`src/rtl/cpu_mem_xfer.sv`:
```
// CHIP-8 FX55/FX65/FX33 transfer sequencer between register file and RAM.
// Optional macro CHIP8_I_INCREMENT_EN: store/load advance I by X+1 on completion.
`timescale 1ns/1ps
module cpu_mem_xfer (
    input  logic        clk,
    input  logic        rst,
    input  logic        start,
    input  logic [1:0]  op,
    input  logic [3:0]  x_last,
    input  logic [11:0] i_addr,
    output logic        busy,
    output logic        done,
    output logic [3:0]  reg_sel,
    input  logic [7:0]  reg_rdata,
    output logic        reg_we,
    output logic [7:0]  reg_wdata,
    output logic [11:0] mem_addr,
    output logic        mem_we,
    output logic [7:0]  mem_wdata,
    input  logic [7:0]  mem_rdata,
    output logic        i_we,
    output logic [11:0] i_next
);

    typedef enum logic [2:0] {
        S_IDLE,
        S_STORE,
        S_LOAD_REQ,
        S_LOAD_WB,
        S_BCD_LATCH,
        S_BCD_WR,
        S_DONE
    } state_t;

    state_t      state_q, state_d;
    logic [3:0]  x_q, x_d;
    logic [3:0]  k_q, k_d;
    logic [11:0] i_q, i_d;
    logic [7:0]  v_q, v_d;
    logic [11:0] addr;
    logic [7:0]  digit;

    always_ff @(posedge clk or posedge rst) begin
        if (rst) begin
            state_q <= S_IDLE;
            x_q     <= 4'd0;
            k_q     <= 4'd0;
            i_q     <= 12'd0;
            v_q     <= 8'd0;
        end else begin
            state_q <= state_d;
            x_q     <= x_d;
            k_q     <= k_d;
            i_q     <= i_d;
            v_q     <= v_d;
        end
    end

`ifdef CHIP8_I_INCREMENT_EN
    logic inc_q, inc_d;

    always_ff @(posedge clk or posedge rst) begin
        if (rst) begin
            inc_q <= 1'b0;
        end else begin
            inc_q <= inc_d;
        end
    end

    always_comb begin
        inc_d = inc_q;
        if (state_q == S_IDLE && start) begin
            inc_d = ~op[1];
        end
    end
`endif

    always_comb begin
        state_d = state_q;
        x_d     = x_q;
        k_d     = k_q;
        i_d     = i_q;
        v_d     = v_q;
        unique case (state_q)
            S_IDLE: begin
                if (start) begin
                    x_d = x_last;
                    i_d = i_addr;
                    k_d = 4'd0;
                    unique case (op)
                        2'b00:   state_d = S_STORE;
                        2'b01:   state_d = S_LOAD_REQ;
                        2'b10:   state_d = S_BCD_LATCH;
                        default: state_d = S_DONE;
                    endcase
                end
            end
            S_STORE: begin
                if (k_q == x_q) state_d = S_DONE;
                else            k_d = k_q + 4'd1;
            end
            S_LOAD_REQ: state_d = S_LOAD_WB;
            S_LOAD_WB: begin
                if (k_q == x_q) begin
                    state_d = S_DONE;
                end else begin
                    k_d     = k_q + 4'd1;
                    state_d = S_LOAD_REQ;
                end
            end
            S_BCD_LATCH: begin
                v_d     = reg_rdata;
                k_d     = 4'd0;
                state_d = S_BCD_WR;
            end
            S_BCD_WR: begin
                if (k_q == 4'd2) state_d = S_DONE;
                else             k_d = k_q + 4'd1;
            end
            S_DONE:  state_d = S_IDLE;
            default: state_d = S_IDLE;
        endcase
    end

    assign addr = i_q + {8'd0, k_q};

    // k doubles as the digit index j while in BCD_WR
    always_comb begin
        unique case (k_q[1:0])
            2'd0:    digit = v_q / 8'd100;
            2'd1:    digit = (v_q / 8'd10) % 8'd10;
            default: digit = v_q % 8'd10;
        endcase
    end

    always_comb begin
        busy      = 1'b0;
        done      = 1'b0;
        reg_sel   = 4'd0;
        reg_we    = 1'b0;
        reg_wdata = 8'd0;
        mem_addr  = 12'd0;
        mem_we    = 1'b0;
        mem_wdata = 8'd0;
        i_we      = 1'b0;
        i_next    = 12'd0;
        unique case (state_q)
            S_IDLE: ;
            S_STORE: begin
                busy      = 1'b1;
                reg_sel   = k_q;
                mem_addr  = addr;
                mem_we    = 1'b1;
                mem_wdata = reg_rdata;
            end
            S_LOAD_REQ: begin
                busy     = 1'b1;
                mem_addr = addr;
            end
            S_LOAD_WB: begin
                busy      = 1'b1;
                reg_sel   = k_q;
                reg_we    = 1'b1;
                reg_wdata = mem_rdata;
            end
            S_BCD_LATCH: begin
                busy    = 1'b1;
                reg_sel = x_q;
            end
            S_BCD_WR: begin
                busy      = 1'b1;
                mem_addr  = addr;
                mem_we    = 1'b1;
                mem_wdata = digit;
            end
            S_DONE: begin
                busy = 1'b1;
                done = 1'b1;
`ifdef CHIP8_I_INCREMENT_EN
                if (inc_q) begin
                    i_we   = 1'b1;
                    i_next = i_q + {8'd0, x_q} + 12'd1;
                end
`endif
            end
            default: ;
        endcase
    end

endmodule

```
`config.mk`:
```
export PLATFORM = sky130hd
export DESIGN_NAME = cpu_mem_xfer
export DESIGN_NICKNAME = d
export VERILOG_FILES = /design/src/rtl/cpu_mem_xfer.sv
export SDC_FILE = /design/constraint.sdc
export NUM_CORES = 1
export LEC_CHECK = 0
export CAP_MARGIN = 5
export CORE_MARGIN = 5
export CORE_UTILIZATION = 43
export DETAILED_ROUTE_END_ITERATION = 7
export PLACE_DENSITY = 0.72
export REMOVE_ABC_BUFFERS = 1
export SYNTH_ARGS = -nofsm -noshare
export SYNTH_HDL_FRONTEND = slang
export SYNTH_SLANG_ARGS = --single-unit
```
`constraint.sdc`:
```
create_clock -name clk -period 9.8 [get_ports clk]
set_input_delay 0.98 -clock clk [delete_from_list [all_inputs] [get_ports clk]]
set_output_delay 0.98 -clock clk [all_outputs]
set_load 0.02 [all_outputs]
```
* Yosys cells after proc, flatten, opt, wreduce, memory -nomap -nowiden
Cells that the tools add are included.
Storage, ports and cells: bits in latches 0, memory bits (writable) 0, memories 0, memory bits (read-only) 0, input port bits 37, word-level logic and storage cells 57, flip-flop bits (word level) 31
Cells by class: multipliers 0, equal/unequal tests 16, shift-type cells 0, add/sub/neg operators 2, magnitude comparators 0, divide/modulo/power cells 4, mux-type cells 19, bitwise gates (word level) 0, reductions and logical operators 11
Operators by type and width (number):
- 8-bit case mux with 2 select lines | 2
- 3-bit case mux with 6 select lines | 1
- 8-bit by 4-bit remainder unit with 8-bit output (second input constant) | 2
- 4-bit case mux with 4 select lines | 1
- 12-bit by 4-bit adder with 12-bit output | 1
- 12-bit 2-to-1 mux | 1
- 3-bit 2-to-1 mux | 4
- 4-bit 2-to-1 mux | 3
- 2-bit != test (second input constant) | 5
- 3-bit equality test (second input constant) | 3
- 3-bit case mux with 3 select lines | 1
- 8-bit by 4-bit divider with 8-bit output (second input constant) | 1
- 8-bit by 7-bit divider with 8-bit output (second input constant) | 1
- 8-bit 2-to-1 mux | 1
- 4-bit case mux with 2 select lines | 1
- 3-bit by 2-bit equality test with 1-bit output (second input constant) | 2
- 6-bit OR reduction | 1
- 4-bit by 1-bit adder with 4-bit output (second input constant) | 1
- 2-bit by 1-bit equality test with 1-bit output (second input constant) | 2
- 4-bit by 2-bit equality test with 1-bit output (second input constant) | 1
- 4-bit equality test | 1
- 2-bit zero test | 2
- 1-bit 2-to-1 mux | 4
- 4-bit AND reduction | 1
- 8 further kinds | 9

* Longest topological paths before layout
Gate-level depths: netlist (run 1).
depth in word-level cells 4, gate-level depth with buffers 21, depth with buffers taken out 21

* Least setup slack after synthesis (run 1)
No wires, ideal clock.
kind reg-to-output, from register k_q[1], to output port mem_wdata[2], arrival time 4.424 ns, stages on the path, launching flop included 22, buffers on the path 1, path slack 4.396 ns, cells stage by stage dfrtp_1 inv_1 ha_1 clkbuf_1 nor2_1 ha_1 nor2b_1 o211ai_1 a31o_2 and2_1 o21ai_0 nand2_1 o21ai_0 inv_1 ha_1 inv_1 a2111oi_4 a21oi_2 mux2_4 a211oi_4 nor2_1 o31ai_1
On the way: word-level cells in the longest chain between the ends 3, elaborated cells between the ends (all ways) 4
Ends and longest elaborated chain:
- start: declaration | RTL line 37 | logic [3:0] k_q, k_d;
- start signal: assignment | RTL line 53 | k_q <= k_d;
- 2-bit by 1-bit equality test with 1-bit output or 2-bit zero test (tied branches) | RTL line 129 | unique case (k_q[1:0])
- 8-bit case mux with 2 select lines (*) | RTL line 129
- 8-bit case mux with 2 select lines (*) | RTL line 147 | unique case (state_q)
- end: declaration | RTL line 19 | output logic [7:0] mem_wdata,
Mark *: on every way between the ends. The rest lies on a longest branch, timed or not.

* Worst setup path after layout (run 1)
Same ends and word-level chain as after synthesis.

==> run_results.csv, run 1 <==
group,metric,value,unit
timing,finalCritPeriodShare,69.05,%
die,die-width,97.98,um
synthesis,synth.lib_cells_used.distinct,79,
global_routing,global_route_usage_over_all_layers,18.64,%
clock_tree,cts-resized-gates,0,
critical_path,critPathLaunchType,"register",
drt,dr.pass1.iters,6,
clock_tree,clk_root_buffer_cell,"clkbuf_8",
timing,max_clock_freq,147.8,MHz
finish,fin_util,54.24,%
timing,setup-tns-final,0,ns
place,gp_congestion,0.9228,
drt,detailedRoute.firstIterationViolations,141,
clock_tree,cts_hold_repair.buffers,0,
job,max_cap_violations,0,
finish,layout.cells.non_filler,566,
global_routing,grt_pass1_vias,3235,
timing,final-setup-viol-count,0,
clock_tree,clk_path_buf_depth,2,
global_routing,grt_antenna_before_repair,0,
min_path,hold_path_class,"reg2reg",
timing,setup_ws,3.033,ns
die,die_height,97.98,um
run_status,run_status,"finished, final reports clean",
timing,worst_clock_skew,0.005311,ns
synthesis,postSynth.asyncResetShare,100.0,%
critical_path,worst_path_dominant_cell_family,"compound AO/OA/AOI/OAI gates",
finish,fin_area,4148,sq um
finish,total_area_of_multi_input_combinational_cells,2352,sq um
die,core_area,7647,sq um
synthesis,ys_seq_area_share,23.31,%
place,pre_cts_setup_slack,3.443,ns
critical_path,cp_max_fo,12,
clock_tree,insertion_delay,0.29,ns
critical_path,cp.required,8.82,ns
place,placed_cells_incl_taps,558,
synthesis,prevailing_post_synth_register_cell,"dfrtp_1",
global_routing,gr-total-overflow,0,
place,hpwlAfterDp,6.938,mm
clock_tree,cts-buffers-inserted,5,
timing,maxSlewViolCount,0,
timing,grt_setup_unrepaired,"no",
synthesis,yosysWarningCount,0,
timing,timing.slew.headroom,29.11,%
finish,finalNetCount,516,
global_routing,grt_max_degree,32,
synthesis,ys_ff_latch,31,
critical_path,worst-setup-path-type,"reg2out",
drt,dr_total_vias,3301,
clock_tree,htreeDepth,2,
die,row_count,32,
synthesis,syn_area_per_cell,8.279,sq um
finish,final-seq-area,775.7,sq um
timing,fin_crit,6.767,ns
finish,antenna-diode-count,0,
power_and_ir_drop,ir_worst_vdd,0.0002033,V
die,floorplan.initialDensity,43.52,%
clock_tree,cts_tree,"done",
drt,avgViaCountPerCell,5.832,
critical_path,delay_of_the_slowest_cell_on_the_worst_path,0.68,ns
drt,drt-wirelength-per-cell,15.92,um
critical_path,critPathCaptureType,"output pin",
clock_tree,path_clk_slew,0.07,ns
power_and_ir_drop,totalPowerFinal,1.769,mW
finish,drive_gt1_share,10.56,%
critical_path,worst-endpoint-arrival,5.79,ns
finish,area_growth_syn_to_layout,24.62,%
synthesis,synthCells,402,
global_routing,grt_first_pass_wirelength,15.24,mm
critical_path,cpMaxStageDelayCell,"clkdlybuf4s50_1",
drt,final_antenna_net_count,0,
critical_path,timing.critical_path.buf_inv,5,
place,placedInstanceArea,4066,sq um
drt,finalWirelength,9.009,mm
timing,tightest_slew,1.059,ns
power_and_ir_drop,leakagePower,1.642,nW
place,place.port_buffers,72,
critical_path,worst_path_most_repeated_cell,"inv_1",
die,floorplan.die_area,9599,sq um
drt,route.detailed.drc,0,
power_and_ir_drop,powerDensity,426.4,nW/um^2
synthesis,synth_edf_count,0,
clock_tree,cts.sinks,31,
timing,whs,0.5125,ns
timing,hold_viol,0,
finish,fill_cells,677,
synthesis,mappedNetlistArea,3328,sq um
critical_path,crit_path_cell_trace,"inv_1, ha_1, inv_1, nand2_1, ha_1, nand4b_1, nor3_1, a31oi_1, and2_1, o21ai_0, nand2_1, o21ai_0, inv_1, ha_1, inv_1, a2111oi_4, a21oi_2, mux2_4, a211oi_4, nor2_1, o31ai_1, clkdlybuf4s50_1",
die,top_level_ports,86,
clock_tree,postCtsSetupBuffers,0,
where the power goes:
group | internal (mW) | leakage, nW | switching (mW)
logic | 0.595 | 1.22 | 0.759
registers | 0.188 | 0.376 | 0.130
clock network | 0.0498 | 0.0422 | 0.0476
total | 0.832 | 1.64 | 0.936
final timing paths:
| check | startpoint | endpoint | slack [ns] | cells after the start |
|---|---|---|---|---|
| worst max register to register | state_q[2] | v_q[5] | 7.56 | 2 |
| min in group asynchronous | rst | i_q[8] | 1.07 | 3 |
| worst min register to register | i_q[2] | i_q[2] | 0.51 | 1 |
| max in group asynchronous | rst | x_q[0] | 8.42 | 3 |
| worst max-delay path | k_q[1] | mem_wdata[2] | 3.03 | 22 |
| worst min-delay path | i_q[2] | i_q[2] | 0.51 | 1 |
kinds of logic after synthesis:
logic type / share of synthesized area [%]
adders and majority gates: 6.241
muxes: 9.774
other: 0.1127
buffers and inverters: 7.707
AOI/OAI and AO/OA: 23.87
xor gates and xnor gates: 3.947
and+or+nand+nor: 25.04
DFF: 23.31
metal layers:
layer / up-vias / share of wire (%) / GRT usage (%)
li1: 1577 / - / -
met3: 16 / 6.4 / 3.929
met4: 0 / 2.0 / 5.751
met5: - / 0 / 0
met2: 117 / 50 / 32.62
met1: 1591 / 42 / 22.89
cells in the final DEF, fill, tap and decap left out, types with 5 or more instances in the layout:
| cell type | Yosys | layout |
|---|---|---|
| clkdlybuf4s50_1 | 0 | 72 |
| nor2_1 | 36 | 36 |
| dfrtp_1 | 31 | 31 |
| nand2_1 | 30 | 30 |
| o21ai_0 | 22 | 22 |
| mux2_2 | 21 | 21 |
| inv_1 | 16 | 16 |
| and3_1 | 15 | 15 |
| ha_1 | 15 | 15 |
| nand3_1 | 14 | 14 |
| conb_1 | 1 | 13 |
| a21oi_1 | 12 | 12 |
| nor3_1 | 9 | 9 |
| xnor2_1 | 9 | 9 |
| nand2b_1 | 8 | 8 |
| nand4_1 | 7 | 7 |
| a31oi_1 | 7 | 7 |
| xor2_1 | 6 | 6 |
| a22o_1 | 6 | 6 |
| mux2i_1 | 6 | 6 |
| nor2b_1 | 6 | 6 |
| o211ai_1 | 5 | 5 |
| clkbuf_8 | 0 | 5 |
cells in the mapped netlist (all sizes together), types with 5 or more instances:
library cell / instances / area (sq um)
nor2: 36 / 135.1
dfrtp: 31 / 775.7
nand2: 30 / 112.6
o21ai: 26 / 130.1
mux2: 22 / 251.5
buf: 21 / 143.9
inv: 18 / 67.57
and3: 15 / 93.84
ha: 15 / 187.7
nand3: 14 / 70.07
a21oi: 13 / 68.82
clkbuf: 12 / 45.04
nor3: 9 / 45.04
xnor2: 9 / 78.83
nand2b: 8 / 50.05
a31oi: 7 / 43.79
mux2i: 7 / 73.82
nand4: 7 / 43.79
nor2b: 7 / 46.30
a22o: 6 / 52.55
nor3b: 6 / 56.31
xor2: 6 / 52.55
o211ai: 5 / 37.54
flip-flops by register name, indices dropped and copies added, names as in the netlist:
signal   count
v_q          8
k_q          4
x_q          4
i_q         12
state_q      3
worst reg2reg max path: cells and delay by family, from the launching register on:
family	cells	cell delay (ns)
multiplexers	1	0.42
flip-flops	1	0.75
AND/OR/NAND/NOR	1	0.96
cell type report:
class	instances	share of cell area [%]
Clock inverter	1	0.1207
Tap cell	102	3.077
Timing Repair Buffer	75	17.92
Inverter	18	1.629
Multi-Input combinational cell	332	56.71
Sequential cell	31	18.70
Clock buffer	7	1.840
Note: power is estimated with default switching activity, not from simulation.
==> inputs of run 2 (changes only) <==
Settings changed: PLACE_DENSITY 0.72 to 0.75.
Clock period 9.8 ns to 6.1 ns, I/O delays scaled along.
==> run_results.csv, run 2 (synthesized netlist as in run 1, its figures left out) <==
group,metric,value,unit
place,pre_cts_setup_slack,0.3995,ns
global_routing,grt_pass1_vias,3202,
place,gp_congestion,0.8795,
finish,fill_cells,683,
clock_tree,clk_path_buf_depth,2,
timing,max_clock_freq,173.4,MHz
drt,dr_total_vias,3282,
timing,tightest_slew,1.077,ns
drt,route.detailed.drc,0,
finish,layout_top_registers,"i_q (12), v_q (8)",
place,placedInstanceArea,4126,sq um
finish,total_area_of_multi_input_combinational_cells,2367,sq um
critical_path,critPathLaunchType,"register",
finish,most-common-layout-cells,"clkdlybuf4s50_1, nor2_1, nand2_1, dfrtp_1, o21ai_0",
die,row_count,32,
global_routing,global_route_usage_over_all_layers,18.47,%
global_routing,grt_first_pass_wirelength,14.99,mm
die,top_level_ports,86,
finish,fin_area,4234,sq um
clock_tree,cts.sinks,31,
place,hpwlAfterDp,6.884,mm
clock_tree,htreeDepth,2,
clock_tree,insertion_delay,0.29,ns
critical_path,reg2regPathDepth,2,
timing,finalCritPeriodShare,94.55,%
finish,top_register,"i_q",
finish,area_growth_syn_to_layout,27.22,%
min_path,hold-path-cell-count,1,
timing,timing.slew.headroom,27.86,%
finish,final-seq-area,777.0,sq um
clock_tree,path_clk_slew,0.07,ns
clock_tree,cts-buffers-inserted,5,
finish,antenna-diode-count,0,
timing,grt_setup_unrepaired,"no",
clock_tree,cts_tree,"done",
global_routing,grt_antenna_before_repair,0,
die,die_height,97.98,um
timing,maxSlewViolCount,0,
power_and_ir_drop,leakagePower,1.703,nW
critical_path,critPathCaptureType,"output pin",
finish,drive_gt1_share,12.92,%
drt,finalWirelength,9.077,mm
timing,hold_viol,0,
critical_path,worst-setup-path-type,"reg2out",
drt,dr.pass1.iters,7,
die,core_area,7647,sq um
clock_tree,postCtsSetupBuffers,0,
timing,fin_crit,5.768,ns
place,place.port_buffers,72,
critical_path,worst-endpoint-arrival,5.16,ns
critical_path,cp.required,5.49,ns
die,floorplan.die_area,9599,sq um
critical_path,cp_max_fo,8,
die,die-width,97.98,um
run_status,run_status,"finished, final reports clean",
drt,final_antenna_net_count,0,
power_and_ir_drop,powerDensity,689.3,nW/um^2
timing,worst_clock_skew,0.008739,ns
global_routing,gr-total-overflow,0,
clock_tree,clk_root_buffer_cell,"clkbuf_8",
power_and_ir_drop,ir_worst_vdd,0.0003880,V
drt,avgViaCountPerCell,5.718,
finish,finalNetCount,524,
finish,mostFrequentLayoutCell,"clkdlybuf4s50_1",
drt,detailedRoute.firstIterationViolations,166,
job,max_cap_violations,0,
timing,setup-tns-final,0,ns
timing,setup_ws,0.3322,ns
drt,drt-wirelength-per-cell,15.81,um
min_path,hold_path_class,"reg2reg",
die,floorplan.initialDensity,43.52,%
global_routing,grt_max_degree,32,
finish,max_ffs_per_register,12,
timing,final-setup-viol-count,0,
run 2: cell types whose count changed in the layout (fill, tap and decap cells not counted), sizes merged:
cell,previous run,this run
dlymetal6s2s,0,1
clkbuf,7,5
clkinvlp,0,2
buf,3,11
clkdlybuf4s50,72,71
run 2: final cells by class:
cell class	count	area share (%)
Clock buffer	5	1.625
Tap cell	102	3.014
Multi-Input combinational cell	332	55.91
Inverter	18	1.596
Sequential cell	31	18.35
Clock inverter	3	0.4728
Timing Repair Buffer	83	19.03
run 2: critical path, cell delays in order (launching register included):
cell and delay [ns]:
dfrtp_2 0.45, inv_1 0.13, ha_1 0.27, inv_1 0.10
nand2_1 0.06, ha_1 0.40, nor2b_1 0.16, o211ai_1 0.09
a31o_2 0.27, and2_1 0.15, o21ai_0 0.15, nand2_1 0.06
o21ai_0 0.18, inv_1 0.12, ha_1 0.23, inv_1 0.10
a2111oi_4 0.06, a21oi_4 0.30, mux2_2 0.41, o41ai_2 0.47
clkdlybuf4s50_1 0.69
run 2: through the flow:
step	utilization, %	total power, mW	instances	hold slack (ns)
floorplan	-	2.063	381	0.4849
finish	55.37	2.919	574	0.5332
CTS	55.12	2.878	574	0.5385
detailed placement	53.96	2.695	566	0.5211
global route	55.37	3.148	574	0.5593
global placement	53.96	2.648	566	0.4964
run 2: worst paths after layout:
check                                to       start  slack, ns
min                              i_q[2]      i_q[2]       0.53
min reg2reg                      i_q[2]      i_q[2]       0.53
min in group asynchronous        i_q[6]         rst       0.70
max                        mem_wdata[3]      k_q[1]       0.33
max reg2reg                      v_q[5]  state_q[2]       3.84
max in group asynchronous        k_q[1]         rst       5.08
run 2: layer usage:
metal | GRT usage, % | up-vias | wire [um] | part of all wire, %
li1 | - | 1599 | - | -
met2 | 32.15 | 122 | 4478 | 49
met4 | 6.390 | 0 | 218 | 2.4
met3 | 2.929 | 19 | 480 | 5.3
met5 | 0 | - | 0 | 0
met1 | 23.15 | 1542 | 3900 | 43
run 2: report_power, final:
| part | switching (mW) | internal (mW) |
|---|---|---|
| Sequential | 0.176 | 0.303 |
| Clock | 0.0830 | 0.0793 |
| Combinational | 1.28 | 0.999 |
run 2: what timing repair did:
item | in CTS | in global routing
hold buffers | 0 | 0
hold endpoints to repair | 0 | 0
resized for setup | 0 | 4
endpoints found under the setup margin | 0 | 5
==> inputs of run 3 (changes only) <==
Clock period 6.1 ns to 4.7 ns, I/O delays scaled along.
==> run_results.csv, run 3 (synthesized netlist as in run 1, its figures left out) <==
group,metric,value,unit
critical_path,crit_path_cell_trace,"ha_4, inv_2, nand2_2, ha_4, nor2b_4, o211ai_1, a31o_2, and2_4, o21ai_1, nand2_1, o21ai_2, inv_2, ha_4, inv_4, a2111oi_4, a21oi_2, buf_4, mux2_4, buf_6, a21o_1, mux2i_1, o211ai_1, buf_4",
die,core_area,7647,sq um
clock_tree,clk_path_buf_depth,2,
drt,avgViaCountPerCell,5.675,
finish,finalNetCount,576,
global_routing,gr-total-overflow,0,
timing,max_clock_freq,218.3,MHz
critical_path,worst_path_most_repeated_cell,"ha_4",
drt,dr.pass1.iters,4,
clock_tree,cts_tree,"done",
min_path,holdCritStartpoint,"i_q[2]",
critical_path,worst-setup-path-type,"reg2out",
timing,final-setup-viol-count,0,
timing,fin_crit,4.581,ns
critical_path,worst-endpoint-arrival,4.11,ns
min_path,worst_hold_path.endpoint,"i_q[2]",
critical_path,setup.reg_to_reg.worst_slack,2.49,ns
critical_path,worstReg2RegStart,"state_q[0]",
drt,route.detailed.drc,0,
place,placedInstanceArea,4464,sq um
critical_path,delay_of_the_slowest_cell_on_the_worst_path,0.42,ns
die,floorplan.die_area,9599,sq um
job,max_cap_violations,0,
place,place.port_buffers,72,
die,row_count,32,
place,hpwlAfterDp,7.617,mm
critical_path,reg2regPathDepth,7,
timing,whs,0.5144,ns
global_routing,grt_antenna_before_repair,0,
finish,max_ffs_per_register,12,
finish,layout_top_registers,"i_q (12), v_q (8)",
die,die-width,97.98,um
clock_tree,cts-buffers-inserted,5,
global_routing,grt_first_pass_wirelength,16.29,mm
drt,final_antenna_net_count,0,
drt,drt-wirelength-per-cell,16.04,um
drt,detailedRoute.firstIterationViolations,166,
timing,maxSlewViolCount,0,
finish,most-common-layout-cells,"clkdlybuf4s50_1, buf_4, nor2_1, nand2_1, dfrtp_1",
min_path,hold-path-cell-count,1,
critical_path,critPathLaunchType,"register",
min_path,hold_path_class,"reg2reg",
drt,finalWirelength,10.02,mm
die,die_height,97.98,um
global_routing,global_route_usage_over_all_layers,20.13,%
critical_path,cp_max_fo,5,
timing,timing.slew.headroom,35.88,%
finish,total_area_of_multi_input_combinational_cells,2535,sq um
finish,drive_gt1_share,27.92,%
clock_tree,htreeDepth,2,
clock_tree,path_clk_slew,0.06,ns
finish,antenna-diode-count,0,
die,floorplan.initialDensity,43.52,%
drt,dr_total_vias,3547,
place,gp_congestion,0.9063,
critical_path,critPathCaptureType,"output pin",
timing,setup-tns-final,0,ns
finish,fill_cells,645,
timing,tightest_slew,0.9576,ns
finish,fin_area,4776,sq um
timing,hold_viol,0,
finish,final-seq-area,778.2,sq um
timing,grt_setup_unrepaired,"yes",
timing,finalCritPeriodShare,97.47,%
finish,top_register,"i_q",
timing,worst_clock_skew,0.002591,ns
die,top_level_ports,86,
global_routing,grt_max_degree,32,
critical_path,cp.required,4.23,ns
clock_tree,insertion_delay,0.28,ns
clock_tree,cts.sinks,31,
critical_path,reg2reg_to,"k_q[3]",
run_status,run_status,"finished, final reports clean",
clock_tree,clk_root_buffer_cell,"clkbuf_8",
critical_path,cpMaxStageDelayCell,"dfrtp_1",
finish,area_growth_syn_to_layout,43.50,%
global_routing,grt_pass1_vias,3459,
[run 3: critical path: cells and delay by family, from the launching register on]
| kind | cells | cell delay [ns] |
|---|---|---|
| muxes | 2 | 0.45 |
| adders and majority gates | 3 | 0.59 |
| buffers and inverters | 6 | 0.64 |
| DFF | 1 | 0.42 |
| and+or+nand+nor | 4 | 0.40 |
| AOI/OAI and AO/OA | 8 | 1.32 |
[run 3: layer usage]
layer	global-route usage (%)	routed length [um]	vias to the layer above	share of wire, %
met5	0	0	-	0
met2	34.40	5052	119	50
met3	3.429	530	23	5.3
met4	7.348	210	0	2.1
li1	-	-	1703	-
met1	25.48	4228	1702	42
[run 3: area by class of cell]
cell class / count / area share, %
inverter: 18 / 1.467
clock inverter: 1 / 0.1048
timing repair buffer: 135 / 24.65
sequential: 31 / 16.30
multi-input combinational: 332 / 53.08
clock buffer: 6 / 1.729
tap: 102 / 2.672
[run 3: worst max-delay path by stage]
stage,start,endpoint,slack [ns],cells past startpoint
2_1_floorplan,k_q[1],mem_wdata[2],-0.21,21
3_5_place_dp,k_q[1],mem_wdata[1],-0.21,23
3_3_place_gp,v_q[4],mem_wdata[3],-0.08,14
5_1_grt,k_q[0],mem_wdata[5],-0.1,23
6_report,k_q[0],mem_wdata[5],0.12,23
4_1_cts,k_q[1],mem_wdata[3],0.0002,23
[run 3: through the flow]
stage | std cells | utilization [%] | setup slack (ns)
floorplan | 381 | - | -0.2099
global placement | 611 | 58.38 | -0.08024
detailed placement | 611 | 58.38 | -0.2089
CTS | 620 | 59.98 | 0.0002345
global route | 625 | 62.45 | -0.09961
finish | 625 | 62.45 | 0.1191
[run 3: timing repair]
| action | 4_1_cts | 5_1_grt |
|---|---|---|
| pin swaps | 1 | 20 |
| setup endpoints to repair | 6 | 7 |
| buffers inserted | 2 | 5 |
| resized for setup | 30 | 46 |
| hold buffers | 0 | 0 |
Power of run 3 is not shown: default switching activity piles up to over one toggle a cycle in this logic, so the estimate is an artifact.
